File: src/rtl/pedagio_ctrl_if.sv
// rtl/pedagio_ctrl_if.sv - toll booth controller sensor, coin and display signal bundle
interface pedagio_ctrl_if;
    logic       vehicle_present;
    logic [1:0] cat;
    logic       coin_valid;
    logic [3:0] coin_value;
    logic       vehicle_passed;
    logic       gate_open;
    logic       E1;
    logic       E0;
    logic [3:0] P;
    logic       change_valid;
    logic [3:0] change;
    logic       refund_valid;
    logic [3:0] refund;
    logic       coin_reject;
    logic       busy;

    modport master (
        output vehicle_present, cat, coin_valid, coin_value, vehicle_passed,
        input  gate_open, E1, E0, P, change_valid, change, refund_valid, refund,
               coin_reject, busy
    );

    modport slave (
        input  vehicle_present, cat, coin_valid, coin_value, vehicle_passed,
        output gate_open, E1, E0, P, change_valid, change, refund_valid, refund,
               coin_reject, busy
    );
endinterface

File: src/rtl/pedagio_ctrl.sv
// rtl/pedagio_ctrl.sv - toll booth controller: category latch, coin collection, gate, change and refund
module pedagio_ctrl #(
    parameter logic [3:0] FARE0   = 4'd3,
    parameter logic [3:0] FARE1   = 4'd5,
    parameter logic [3:0] FARE2   = 4'd8,
    parameter logic [3:0] FARE3   = 4'd12,
    parameter int         TIMEOUT = 16
) (
    input logic            clk,
    input logic            rst_n,
    pedagio_ctrl_if.slave  bus
);
    localparam int TW = $clog2(TIMEOUT);
    localparam logic [TW-1:0] TLAST = TW'(TIMEOUT - 1);

    localparam logic [1:0] S_IDLE   = 2'd0;
    localparam logic [1:0] S_CHARGE = 2'd1;
    localparam logic [1:0] S_OPEN   = 2'd2;
    localparam logic [1:0] S_REFUND = 2'd3;

    logic [1:0]    state;
    logic [3:0]    due;
    logic [4:0]    paid;
    logic [TW-1:0] timer;

    logic       gate_open_r, change_valid_r, refund_valid_r, coin_reject_r, busy_r;
    logic [1:0] cat_r;
    logic [3:0] p_r, change_r, refund_r;

    logic [3:0] fare_sel;
    logic [4:0] sum;
    logic       coin_ok;

    always_comb begin
        fare_sel = FARE0;
        case (bus.cat)
            2'd0:    fare_sel = FARE0;
            2'd1:    fare_sel = FARE1;
            2'd2:    fare_sel = FARE2;
            default: fare_sel = FARE3;
        endcase
    end

    // Zero-value strobes are ignored everywhere: never accepted, never rejected.
    assign coin_ok = bus.coin_valid && (bus.coin_value != 4'd0);
    assign sum     = paid + {1'b0, bus.coin_value};

    always_ff @(posedge clk or negedge rst_n) begin
        if (!rst_n) begin
            state          <= S_IDLE;
            due            <= 4'd0;
            paid           <= 5'd0;
            timer          <= '0;
            gate_open_r    <= 1'b0;
            cat_r          <= 2'd0;
            p_r            <= 4'd0;
            change_valid_r <= 1'b0;
            change_r       <= 4'd0;
            refund_valid_r <= 1'b0;
            refund_r       <= 4'd0;
            coin_reject_r  <= 1'b0;
            busy_r         <= 1'b0;
        end else begin
            change_valid_r <= 1'b0;
            refund_valid_r <= 1'b0;
            coin_reject_r  <= 1'b0;
            case (state)
                S_IDLE: begin
                    coin_reject_r <= coin_ok;
                    if (bus.vehicle_present) begin
                        cat_r  <= bus.cat;
                        due    <= fare_sel;
                        paid   <= 5'd0;
                        timer  <= '0;
                        busy_r <= 1'b1;
                        if (fare_sel != 4'd0) begin
                            state <= S_CHARGE;
                            p_r   <= fare_sel;
                        end else begin
                            state          <= S_OPEN;
                            gate_open_r    <= 1'b1;
                            change_r       <= 4'd0;
                            change_valid_r <= 1'b1;
                            p_r            <= 4'd0;
                        end
                    end
                end
                S_CHARGE: begin
                    // An accepted coin outranks both abandonment and timeout in the same cycle.
                    if (coin_ok) begin
                        if (sum >= {1'b0, due}) begin
                            state          <= S_OPEN;
                            gate_open_r    <= 1'b1;
                            change_r       <= 4'(sum - {1'b0, due});
                            change_valid_r <= 1'b1;
                            p_r            <= 4'd0;
                        end else begin
                            paid  <= sum;
                            p_r   <= due - sum[3:0];
                            timer <= '0;
                            if (!bus.vehicle_present) begin
                                state          <= S_REFUND;
                                refund_r       <= sum[3:0];
                                refund_valid_r <= 1'b1;
                            end
                        end
                    end else if (!bus.vehicle_present || timer == TLAST) begin
                        state <= S_REFUND;
                        if (paid != 5'd0) begin
                            refund_r       <= paid[3:0];
                            refund_valid_r <= 1'b1;
                        end
                    end else begin
                        timer <= timer + 1'b1;
                    end
                end
                S_OPEN: begin
                    coin_reject_r <= coin_ok;
                    if (bus.vehicle_passed) begin
                        state       <= S_IDLE;
                        gate_open_r <= 1'b0;
                        p_r         <= 4'd0;
                        cat_r       <= 2'd0;
                        busy_r      <= 1'b0;
                    end
                end
                default: begin
                    coin_reject_r <= coin_ok;
                    state         <= S_IDLE;
                    p_r           <= 4'd0;
                    cat_r         <= 2'd0;
                    busy_r        <= 1'b0;
                end
            endcase
        end
    end

    assign bus.gate_open    = gate_open_r;
    assign bus.E1           = cat_r[1];
    assign bus.E0           = cat_r[0];
    assign bus.P            = p_r;
    assign bus.change_valid = change_valid_r;
    assign bus.change       = change_r;
    assign bus.refund_valid = refund_valid_r;
    assign bus.refund       = refund_r;
    assign bus.coin_reject  = coin_reject_r;
    assign bus.busy         = busy_r;
endmodule

File: src/flat_wrapper.sv
// flat-port wrapper written by rule: the top's interface ports become plain ports
module pedagio_ctrl_flat 
#(
    parameter logic [3:0] FARE0   = 4'd3,
    parameter logic [3:0] FARE1   = 4'd5,
    parameter logic [3:0] FARE2   = 4'd8,
    parameter logic [3:0] FARE3   = 4'd12,
    parameter int         TIMEOUT = 16
)
  (clk, rst_n, bus_vehicle_present, bus_cat, bus_coin_valid, bus_coin_value, bus_vehicle_passed, bus_gate_open, bus_E1, bus_E0, bus_P, bus_change_valid, bus_change, bus_refund_valid, bus_refund, bus_coin_reject, bus_busy);
  pedagio_ctrl_if bus_i ();
  input logic clk;
  input logic rst_n;
  input wire logic [$bits(bus_i.vehicle_present)-1:0] bus_vehicle_present;
  input wire logic [$bits(bus_i.cat)-1:0] bus_cat;
  input wire logic [$bits(bus_i.coin_valid)-1:0] bus_coin_valid;
  input wire logic [$bits(bus_i.coin_value)-1:0] bus_coin_value;
  input wire logic [$bits(bus_i.vehicle_passed)-1:0] bus_vehicle_passed;
  output wire logic [$bits(bus_i.gate_open)-1:0] bus_gate_open;
  output wire logic [$bits(bus_i.E1)-1:0] bus_E1;
  output wire logic [$bits(bus_i.E0)-1:0] bus_E0;
  output wire logic [$bits(bus_i.P)-1:0] bus_P;
  output wire logic [$bits(bus_i.change_valid)-1:0] bus_change_valid;
  output wire logic [$bits(bus_i.change)-1:0] bus_change;
  output wire logic [$bits(bus_i.refund_valid)-1:0] bus_refund_valid;
  output wire logic [$bits(bus_i.refund)-1:0] bus_refund;
  output wire logic [$bits(bus_i.coin_reject)-1:0] bus_coin_reject;
  output wire logic [$bits(bus_i.busy)-1:0] bus_busy;
  assign bus_i.vehicle_present = bus_vehicle_present;
  assign bus_i.cat = bus_cat;
  assign bus_i.coin_valid = bus_coin_valid;
  assign bus_i.coin_value = bus_coin_value;
  assign bus_i.vehicle_passed = bus_vehicle_passed;
  assign bus_gate_open = bus_i.gate_open;
  assign bus_E1 = bus_i.E1;
  assign bus_E0 = bus_i.E0;
  assign bus_P = bus_i.P;
  assign bus_change_valid = bus_i.change_valid;
  assign bus_change = bus_i.change;
  assign bus_refund_valid = bus_i.refund_valid;
  assign bus_refund = bus_i.refund;
  assign bus_coin_reject = bus_i.coin_reject;
  assign bus_busy = bus_i.busy;
  pedagio_ctrl #(.FARE0(FARE0), .FARE1(FARE1), .FARE2(FARE2), .FARE3(FARE3), .TIMEOUT(TIMEOUT)) u_core (.clk(clk), .rst_n(rst_n), .bus(bus_i));
endmodule
File: config.mk
export PLATFORM = sky130hd
export DESIGN_NAME = pedagio_ctrl_flat
export DESIGN_NICKNAME = d
export VERILOG_FILES = /design/src/rtl/pedagio_ctrl_if.sv /design/src/rtl/pedagio_ctrl.sv /design/src/flat_wrapper.sv
export SDC_FILE = /design/constraint.sdc
export NUM_CORES = 1
export LEC_CHECK = 0
export BUFFER_PORTS_ARGS = -buffer_cell sky130_fd_sc_hd__buf_2
export CELL_PAD_IN_SITES_DETAIL_PLACEMENT = 2
export CELL_PAD_IN_SITES_GLOBAL_PLACEMENT = 2
export CORE_UTILIZATION = 33
export CTS_CLUSTER_DIAMETER = 120
export DETAILED_ROUTE_END_ITERATION = 6
export PLACE_DENSITY_LB_ADDON = 0.1
export SETUP_SLACK_MARGIN = 0.05
export SLEW_MARGIN = 20
export SYNTH_ARGS = -nofsm -noshare
export SYNTH_HDL_FRONTEND = slang
export SYNTH_SLANG_ARGS = --single-unit
export TNS_END_PERCENT = 10
File: constraint.sdc
create_clock -name clk -period 3.05 [get_ports clk]
set_clock_uncertainty 0.1 [all_clocks]
set_input_delay 0.4575 -clock clk [delete_from_list [all_inputs] [get_ports clk]]
set_output_delay 0.4575 -clock clk [all_outputs]
set_load 0.005 [all_outputs]
==> flow_metrics.tcl <==
set metrics [dict create \
    synth_fa_ha_area_share_pct 12.09 \
    grt_max_degree 35 \
    synth-seq-cells 34 \
    dp_cells 339 \
    crit_path_end_kind "flip-flop" \
    cellPowerDensity_nw_per_um2 1079 \
    ys_async_sr_fraction_pct 100.0 \
    antenna_found_initial 0 \
    tritoncts "yes" \
    root_buffer "clkbuf_8" \
    io_pins 30 \
    synth_edf_count 0 \
    reg2reg_slack_ns 0.04 \
    syn_to_final_growth_pct 26.50 \
    worstPathRequired_ns 3.13 \
    stdcell_count 347 \
    numCtsBuffers 5 \
    worstSetupPathType "reg2reg" \
    final_cell_mix "dfrtp_1 (34), buf_4 (30), buf_2 (29), inv_1 (18), nand2_1 (18)" \
    yosysWarnings 0 \
    outcome "completed" \
    final_antenna_net_count 0 \
    portBuffers 29 \
    start_util_pct 34.11 \
    cp-start-kind "flip-flop" \
    synth_top_family_by_area "compound AO/OA/AOI/OAI gates" \
    slew_headroom_pct 45.54 \
    maxCapViolations 0 \
    rows 29 \
    muxShareOfSynthArea_pct 7.670 \
    cts.htree.levels 2 \
    synthXorXnorAreaFrac_pct 2.847 \
    setup_tns_ns 0 \
    cts_setup_buffers 0 \
    synthSimpleGateAreaFrac_pct 13.48 \
    cp_data_arrival_time_ns 3.09 \
    die_area_sq_um 6853 \
    core_sq_um 6314 \
    hold-worst-slack_ns 0.1585 \
    ys_dominant_reg_cell "dfrtp_1" \
    yosysSeqAreaShare_pct 39.51 \
    fin_crit_sh_pct 98.75 \
    die_y_um 82.78 \
    totalWireLength_um 6197 \
    critPathMaxFanout 11 \
    insertion_delay_ns 0.29 \
    fin_crit_ns 3.012 \
    finalHoldViolations 0 \
    power_mw 2.939 \
    drv_slew 0 \
    netlist_area_sq_um 2153 \
    ir_drop_mv 0.5073 \
    routabilityCongestion 0.7910 \
    grt_pass1_wl_um 10120 \
    synth_compound_area_share_pct 19.76 \
    postLayoutSetupSlackWorst_ns 0.03803 \
    pre_cts_ws_ns -0.2165 \
    netlist_instances 211 \
    wire_per_inst_um 17.86 \
    grt.overflow.total 0 \
    final_nets 299 \
    synth_area_per_cell_sq_um 10.21 \
    mostFrequentLayoutCell "dfrtp_1" \
    die_w_um 82.78 \
    finalSetupViolations 0 \
    fmax_ghz 0.3320 \
    synth_top_cell_area_share_pct 39.51 \
    dpl.hpwl_um 4736 \
    yosysTopAreaCell "dfrtp_1" \
    syn_nets 241 \
    firstDrtPassIters 4 \
    path_clk_slew_ns 0.07 \
    n_antenna_cell 0 \
    clock_sinks 34 \
    rsz0062_at_grt "yes" \
    drtIter0Drc 35 \
    drc 0 \
    via_per_inst 5.280 \
    grt_pass1_vias 1923 \
    vias 1832 \
    tightest_slew_ns 0.8168 \
    total_leakage_power_nw 1.360 \
    yosys.cell_types.count 45 \
    clk_path_buf_depth 2 \
    drive_above_1_share_pct 34.44 \
    hold_path.class "in2async" \
    grt_use_total_pct 20.49 \
    synth_area_leaders "dfrtp_1 (40%), ha_1 (9.3%), mux2_2 (6.3%), inv_1 (3.1%), nand2_1 (3.1%)" \
]
-- per-stage QoR --
stage	utilization (%)	area [sq um]
floorplan	-	2165
global placement	41.14	2597
detailed placement	41.14	2597
CTS	43.00	2715
global route	43.14	2724
finish	43.14	2724
-- logic make-up (layout without fill, tap and decap cells) --
kind of cell / count (synthesis) / after routing
buffers and inverters: 26 / 85
AO/OA/AOI/OAI: 53 / 53
adder cells (fa/ha/maj): 19 / 19
XOR/XNOR: 7 / 7
AND/OR/NAND/NOR: 57 / 57
flip-flops: 34 / 34
multiplexers: 15 / 15
-- worst max-delay path, cell delays in order (launching register included) --
cell	delay, ns
dfrtp_1	0.41
ha_2	0.20
fa_2	0.53
ha_1	0.25
nor2b_1	0.17
o31a_1	0.28
a211o_4	0.35
o31ai_4	0.25
mux2_2	0.36
-- cell type report --
type,instances,area [sq um]
Clock buffer,7,86.33
Multi-Input combinational cell,151,1247
Fill cell,702,3590
Clock inverter,1,5.005
Timing Repair Buffer,59,370.4
Inverter,18,67.56
Sequential cell,34,850.8
Tap cell,77,96.34
-- registers in the layout, summed over array words and instances, names as in the netlist, 2 cells and up --
name               cells
u_core.paid            5
u_core.timer           4
u_core.cat_r           2
u_core.bus.P           4
u_core.state           2
u_core.due             4
u_core.bus.change      4
u_core.bus.refund      4
-- synth_stat cells (2+ instances only) --
cell type,n
o311ai_0,2
dfrtp_1,34
o211ai_1,5
or4b_1,2
nor3_1,3
fa_1,3
o31ai_1,2
o21a_1,5
nor2b_1,5
xnor2_1,4
nor2_1,10
o221ai_1,2
buf_2,2
a21oi_1,7
o21ai_1,2
inv_1,18
or3_1,2
nand3_1,10
ha_1,16
a21o_1,5
xor2_1,3
mux2i_1,3
a22o_1,2
nor4_1,2
o21ai_0,9
mux2_2,12
nand2_1,18
clkbuf_1,6
-- layer usage --
layer  track usage, %  up-vias  wire length [um]
li1                 -      874                 -
met1            25.86      925              2839
met2            35.57       26              3128
met3            3.388        7               146
met4            6.207        0                82
met5                0        -                 0
-- final timing paths --
path	start	endpoint	cells past startpoint
min in group clk	bus_cat[0]	u_core.due[1]$_DFFE_PN0P_	2
setup reg to reg	u_core.paid[0]$_DFFE_PN0P_	u_core.timer[1]$_DFFE_PN0P_	8
setup / recovery	u_core.paid[0]$_DFFE_PN0P_	u_core.timer[1]$_DFFE_PN0P_	8
max in group asynchronous	rst_n	u_core.paid[2]$_DFFE_PN0P_	1
hold / removal	rst_n	u_core.bus.change_valid$_DFF_PN0_	1
hold reg to reg	u_core.bus.refund[3]$_DFFE_PN0P_	u_core.bus.refund[3]$_DFFE_PN0P_	1
-- what timing repair did --
action,4_1_cts,5_1_grt
setup endpoints to repair,14,16
cloned,0,0
pin swaps,1,3
resized for setup,5,3
hold buffers,0,0
-- report_power, final --
group	leakage, nW	switching, mW	internal, mW
clock	0.0482	0.171	0.182
combinational	0.871	0.976	0.899
sequential	0.440	0.0981	0.612
total	1.36	1.25	1.69
Power figures use the tool's default switching activity.
